**config.mk**
```make
export PLATFORM = sky130hd
export DESIGN_NAME = mcu0_seq_ctrl
export DESIGN_NICKNAME = d
export VERILOG_FILES = /design/src/rtl/mcu0_pkg.sv /design/src/rtl/mcu0_op_decode.sv /design/src/rtl/mcu0_seq_ctrl.sv
export SDC_FILE = /design/constraint.sdc
export NUM_CORES = 1
export LEC_CHECK = 0
export ABC_AREA = 1
export CAP_MARGIN = 25
export CORE_UTILIZATION = 47
export CTS_BUF_LIST = sky130_fd_sc_hd__clkbuf_16
export CTS_CLUSTER_DIAMETER = 200
export DETAILED_ROUTE_END_ITERATION = 16
export GPL_TIMING_DRIVEN = 0
export PLACE_DENSITY = 0.86
export SYNTH_ARGS = -nofsm -noshare
export SYNTH_HDL_FRONTEND = slang
export SYNTH_SLANG_ARGS = --single-unit
```
**constraint.sdc**
```tcl
create_clock -name clock -period 2 [get_ports clock]
set_clock_uncertainty 0.15 [all_clocks]
set_input_delay 0.2 -clock clock [delete_from_list [all_inputs] [get_ports clock]]
set_output_delay 0.2 -clock clock [all_outputs]
set_load 0.02 [all_outputs]
```
**src/rtl/mcu0_pkg.sv**
```systemverilog
// Shared mcu0 constants: opcodes, ALU op codes and the sequencer state encoding.
// The TRAP state exists only when MCU0_SEQ_TRAP_EN is defined.
package mcu0_pkg;

    localparam int OP_W    = 4;
    localparam int ALUOP_W = 4;

    localparam logic [OP_W-1:0] OP_LD  = 4'd0;
    localparam logic [OP_W-1:0] OP_ADD = 4'd1;
    localparam logic [OP_W-1:0] OP_JMP = 4'd2;
    localparam logic [OP_W-1:0] OP_ST  = 4'd3;
    localparam logic [OP_W-1:0] OP_CMP = 4'd4;
    localparam logic [OP_W-1:0] OP_JEQ = 4'd5;

    localparam logic [ALUOP_W-1:0] ALU_ZERO  = 4'h0;
    localparam logic [ALUOP_W-1:0] ALU_ADD   = 4'h1;
    localparam logic [ALUOP_W-1:0] ALU_CMP   = 4'hE;
    localparam logic [ALUOP_W-1:0] ALU_APASS = 4'hF;

    typedef enum logic [2:0] {
        ST_IDLE,
        ST_FETCH,
        ST_EXEC,
        ST_MEM
`ifdef MCU0_SEQ_TRAP_EN
        , ST_TRAP
`endif
    } state_t;

endpackage

```
**src/rtl/mcu0_op_decode.sv**
```systemverilog
// Combinational opcode classifier for the mcu0 sequencer.
import mcu0_pkg::*;

module mcu0_op_decode (
    input  logic [OP_W-1:0]    op,
    output logic               is_mem,
    output logic               is_st,
    output logic               is_jmp,
    output logic               is_jeq,
    output logic               legal,
    output logic [ALUOP_W-1:0] mem_aluop,
    output logic               mem_aw,
    output logic               mem_sww
);

    always_comb begin
        is_mem    = 1'b0;
        is_st     = 1'b0;
        is_jmp    = 1'b0;
        is_jeq    = 1'b0;
        legal     = 1'b1;
        mem_aluop = ALU_ZERO;
        mem_aw    = 1'b0;
        mem_sww   = 1'b0;
        case (op)
            OP_LD: begin
                is_mem    = 1'b1;
                mem_aluop = ALU_APASS;
                mem_aw    = 1'b1;
            end
            OP_ADD: begin
                is_mem    = 1'b1;
                mem_aluop = ALU_ADD;
                mem_aw    = 1'b1;
            end
            OP_CMP: begin
                is_mem    = 1'b1;
                mem_aluop = ALU_CMP;
                mem_sww   = 1'b1;
            end
            OP_ST: begin
                is_mem = 1'b1;
                is_st  = 1'b1;
            end
            OP_JMP:  is_jmp = 1'b1;
            OP_JEQ:  is_jeq = 1'b1;
            default: legal  = 1'b0;
        endcase
    end

endmodule

```
**src/rtl/mcu0_seq_ctrl.sv**
```systemverilog
// Multi-cycle FETCH/EXEC/MEM sequencer sharing one memory port with variable-latency handshake.
// Optional illegal-opcode trap state enabled by MCU0_SEQ_TRAP_EN.
import mcu0_pkg::*;

module mcu0_seq_ctrl #(
    parameter int CNT_W   = 16,
    parameter int OP_W    = 4,
    parameter int ALUOP_W = 4
) (
    input  logic               clock,
    input  logic               reset_n,
    input  logic               start,
    input  logic               stop,
    input  logic [OP_W-1:0]    op,
    input  logic               z,
    input  logic               mem_ack,
    output logic               mem_req,
    output logic               mem_we,
    output logic               addr_sel,
    output logic               ir_w,
    output logic               pc_w,
    output logic               pc_sel,
    output logic               a_w,
    output logic               sw_w,
    output logic [ALUOP_W-1:0] alu_op,
    output logic               busy,
    output logic [CNT_W-1:0]   retired,
    output logic               trap
);

    state_t             r_state;
    logic [CNT_W-1:0]   r_retired;
    logic               w_is_mem;
    logic               w_is_st;
    logic               w_is_jmp;
    logic               w_is_jeq;
    logic               w_legal;
    logic [ALUOP_W-1:0] w_mem_aluop;
    logic               w_mem_aw;
    logic               w_mem_sww;
    logic               w_retire;

    mcu0_op_decode u_decode (
        .op        (op),
        .is_mem    (w_is_mem),
        .is_st     (w_is_st),
        .is_jmp    (w_is_jmp),
        .is_jeq    (w_is_jeq),
        .legal     (w_legal),
        .mem_aluop (w_mem_aluop),
        .mem_aw    (w_mem_aw),
        .mem_sww   (w_mem_sww)
    );

    // Jumps (and, without the trap, illegal NOPs) finish in EXEC; memory ops finish on their ack.
`ifdef MCU0_SEQ_TRAP_EN
    assign w_retire = ((r_state == ST_EXEC) && !w_is_mem && w_legal) ||
                      ((r_state == ST_MEM) && mem_ack);
`else
    assign w_retire = ((r_state == ST_EXEC) && !w_is_mem) ||
                      ((r_state == ST_MEM) && mem_ack);
`endif

    always_ff @(posedge clock) begin
        if (!reset_n) begin
            r_state   <= ST_IDLE;
            r_retired <= '0;
        end else if (w_retire) begin
            r_retired <= r_retired + 1'b1;
            r_state   <= stop ? ST_IDLE : ST_FETCH;
        end else begin
            case (r_state)
                ST_IDLE:  if (start) r_state <= ST_FETCH;
                ST_FETCH: if (mem_ack) r_state <= ST_EXEC;
`ifdef MCU0_SEQ_TRAP_EN
                ST_EXEC:  r_state <= w_is_mem ? ST_MEM : ST_TRAP;
                ST_TRAP:  r_state <= ST_TRAP;
`else
                ST_EXEC:  r_state <= ST_MEM;
`endif
                ST_MEM:   r_state <= ST_MEM;
                default:  r_state <= ST_IDLE;
            endcase
        end
    end

    // Strobes follow the current state; request signals stay flat until the ack cycle.
    always_comb begin
        mem_req  = 1'b0;
        mem_we   = 1'b0;
        addr_sel = 1'b0;
        ir_w     = 1'b0;
        pc_w     = 1'b0;
        pc_sel   = 1'b0;
        a_w      = 1'b0;
        sw_w     = 1'b0;
        alu_op   = ALU_ZERO;
        case (r_state)
            ST_FETCH: begin
                mem_req = 1'b1;
                ir_w    = mem_ack;
                pc_w    = mem_ack;
            end
            ST_EXEC: begin
                if (w_legal && w_is_jmp) begin
                    pc_w   = 1'b1;
                    pc_sel = 1'b1;
                end else if (w_legal && w_is_jeq) begin
                    pc_w   = z;
                    pc_sel = z;
                end
            end
            ST_MEM: begin
                mem_req  = 1'b1;
                addr_sel = 1'b1;
                mem_we   = w_is_st;
                if (mem_ack) begin
                    a_w    = w_mem_aw;
                    sw_w   = w_mem_sww;
                    alu_op = w_mem_aluop;
                end
            end
            default: ;
        endcase
    end

    assign busy    = (r_state != ST_IDLE);
    assign retired = r_retired;

`ifdef MCU0_SEQ_TRAP_EN
    logic r_trap;

    always_ff @(posedge clock) begin
        if (!reset_n)
            r_trap <= 1'b0;
        else if ((r_state == ST_EXEC) && !w_legal)
            r_trap <= 1'b1;
    end

    assign trap = r_trap;
`else
    assign trap = 1'b0;
`endif

endmodule

```
==> flow_summary.json <==
{
  "detailed_place_hpwl_um": 2560,
  "remaining_drc_errors": 0,
  "wl_per_cell_um": 12.0,
  "routabilityCongestion": 0.813,
  "drt-initial-drc-count": 79,
  "cts_max_path_buffers": 2,
  "timing.hold.ws_ps": 361,
  "slew_violations": 0,
  "hold_start": "r_state[1]",
  "std_cell_rows": 18,
  "cts.clk_slew.worst_paths_ps": 50,
  "finalWirelength_um": 3370,
  "arrival_worst_endpoint_ps": 1560,
  "regToRegEndpoint": "retired[14]",
  "first_global_vias": 1360,
  "postLayoutCellArea_mm2": 0.00189,
  "layout.filler_cells": 218,
  "final_hold_viol_count": 0,
  "buffer_ports.inserted": 38,
  "finalWorstPathRequiredPeriod_ps": 1910,
  "via_per_inst": 5.18,
  "final_core_utilization": 0.736,
  "powerDensity_mw_per_mm2": 781,
  "critical_path.max_fanout": 3,
  "regToRegStartpoint": "retired[0]",
  "cts_tree": "yes",
  "nNetsFinal": 268,
  "setup_viol_count_final": 0,
  "hold-path-endpoint": "r_state[1]",
  "core_region_area_mm2": 0.00257,
  "die_w_um": 55.2,
  "min_path_cells": 2,
  "worstSkewPairLatency_ps": 250,
  "grt_use_total": 0.233,
  "reg2reg_depth": 8,
  "synthesis.instances": 209,
  "cts.htree.levels": 1,
  "seqCellArea_um2": 363,
  "area_growth_pct": 41.8,
  "tritoncts_num_sinks": 18,
  "synthesis.area_per_instance_um2": 6.38,
  "maxCapViolations": 0,
  "tns_ps": 0,
  "cell_at_the_root_of_the_clock_tree": "sky130_fd_sc_hd__clkbuf_16",
  "ys_seq_elements": 18,
  "detailed_route_via_count": 1455,
  "portion_of_the_clock_cycle_consumed_by_the_worst_path_in_the_final_layout": 0.953,
  "syn-num-nets": 225,
  "initial_antenna_violation_count": 0,
  "highest_count_cells_in_the_layout_ignoring_fill_and_taps": "54 x sky130_fd_sc_hd__nand2_1, 24 x sky130_fd_sc_hd__inv_1, 24 x sky130_fd_sc_hd__clkdlybuf4s50_1, 22 x sky130_fd_sc_hd__nor2_1, 21 x sky130_fd_sc_hd__nand3_1",
  "initial_utilization": 0.519,
  "crit_path_capture_type": "output port",
  "dieArea_mm2": 0.00305,
  "timing.fmax_ghz": 0.524,
  "route.antenna.remaining_nets": 0,
  "grt_start_max_net_pins": 18,
  "distinct_cell_type_count_after_synthesis": 31,
  "synth_seq_area_share": 0.270,
  "ir_drop_mv": 1.05,
  "leakagePower_nw": 0.778,
  "holdCritPathClass": "reg -> reg",
  "total_number_of_yosys_warnings": 0,
  "grt-ovfl-total": 0,
  "rrSetupSlack_ps": 230,
  "drive_above_1_share": 0.147,
  "outcome": "finished clean",
  "grt_first_pass_wirelength_um": 5840,
  "crit_type": "in -> out",
  "worst_ep_required_time_ps": 1650,
  "firstDrtPassIters": 4,
  "insertedDiodeCount": 0,
  "design.portCount": 40,
  "cts-buffers-inserted": 3,
  "tightest_slew_ps": 522,
  "die_height_um": 55.2,
  "multi_input_comb_area_um2": 867,
  "crit_path_start_kind": "primary input",
  "placement.cell_area_mm2": 0.00178,
  "postCtsHoldBufs": 0,
  "max_slew_margin": 0.652,
  "mostFrequentLayoutCell": "sky130_fd_sc_hd__nand2_1",
  "mappedNetlistArea_mm2": 0.00133
}
-- flip-flops by register name (all words and copies together) (netlist names) --
signal / count
r_state: 2
retired: 16
-- cell type report --
cell class	instances	area share
Clock inverter	1	0.00199
Inverter	25	0.0497
Clock buffer	3	0.0397
Timing Repair Buffer	39	0.204
Buffer	8	0.0338
Multi-Input combinational cell	157	0.459
Sequential cell	18	0.192
Tap cell	30	0.0199
-- power breakdown --
group          internal [W]  switching, W  total, W
registers          0.000393     0.0000484  0.000442
clock network      0.000266      0.000141  0.000407
logic              0.000261      0.000367  0.000627
-- cell families (layout without fill, tap and decap cells) --
family / count (synthesis) / count (layout) / synth area share
buf+inv: 34 / 76 / 0.122
flops: 18 / 18 / 0.270
compound gates: 24 / 24 / 0.0958
other cells: 1 / 1 / 0.00281
simple gates: 124 / 124 / 0.439
fa+ha+maj: 6 / 6 / 0.0563
xor+xnor: 2 / 2 / 0.0131
-- stage by stage --
stage | worst slack (ps) | cells | total power, W
after floorplan | 0.0827 | 209 | 0.000849
after global placement | -579 | 277 | 0.00105
after detailed placement | -614 | 277 | 0.00106
after CTS | -57.4 | 280 | 0.00149
after global routing | -3.32 | 281 | 0.00157
final | 93.3 | 281 | 0.00148
-- per-layer routing --
metal / up-vias / share of wire / GRT usage
met3: 6 / 0.063 / 0.0468
met5: - / 0 / 0
met1: 645 / 0.45 / 0.305
met4: 0 / 0.0092 / 0.0857
li1: 755 / - / -
met2: 49 / 0.48 / 0.377
-- synth_stat cells (all sizes together) --
| library cell | instances | share of area |
|---|---|---|
| nand3 | 22 | 0.092 |
| a21boi | 1 | 0.0056 |
| nand3b | 1 | 0.0056 |
| buf | 8 | 0.049 |
| clkbuf | 1 | 0.0028 |
| ha | 6 | 0.056 |
| nand4 | 7 | 0.033 |
| a21oi | 18 | 0.070 |
| xor2 | 1 | 0.0066 |
| xnor2 | 1 | 0.0066 |
| dfxtp | 18 | 0.27 |
| nor3 | 2 | 0.011 |
| conb | 1 | 0.0028 |
| nor2 | 27 | 0.091 |
| nand2 | 62 | 0.19 |
| nor3b | 1 | 0.0056 |
| inv | 25 | 0.070 |
| nor4 | 2 | 0.0094 |
| o21ai | 4 | 0.015 |
| o22ai | 1 | 0.0047 |
-- worst max path at each step --
stage / start / end / slack [ps] / cells after the start
floorplan: r_state[0] / alu_op[2] / 0.08 / 5
global placement: mem_ack / alu_op[3] / -580 / 6
detailed placement: mem_ack / alu_op[2] / -610 / 6
CTS: op[3] / pc_w / -60 / 7
global route: op[3] / pc_sel / -3 / 7
finish: op[3] / pc_sel / 90 / 7
-- worst max-delay path, stage by stage --
cell and delay, ps:
sky130_fd_sc_hd__clkdlybuf4s50_1 490, sky130_fd_sc_hd__nor2_2 140, sky130_fd_sc_hd__inv_1 100, sky130_fd_sc_hd__o22ai_1 190, sky130_fd_sc_hd__nand2_1 100, sky130_fd_sc_hd__inv_1 60, sky130_fd_sc_hd__clkdlybuf4s15_1 290
-- timing repair --
action	CTS	global route
setup endpoints to repair	9	9
pin swaps	1	1
endpoints found under the hold margin	0	0
resized for setup	22	12
gates cloned	0	0
buffers inserted	0	1
(Power assumes the default switching activity.)
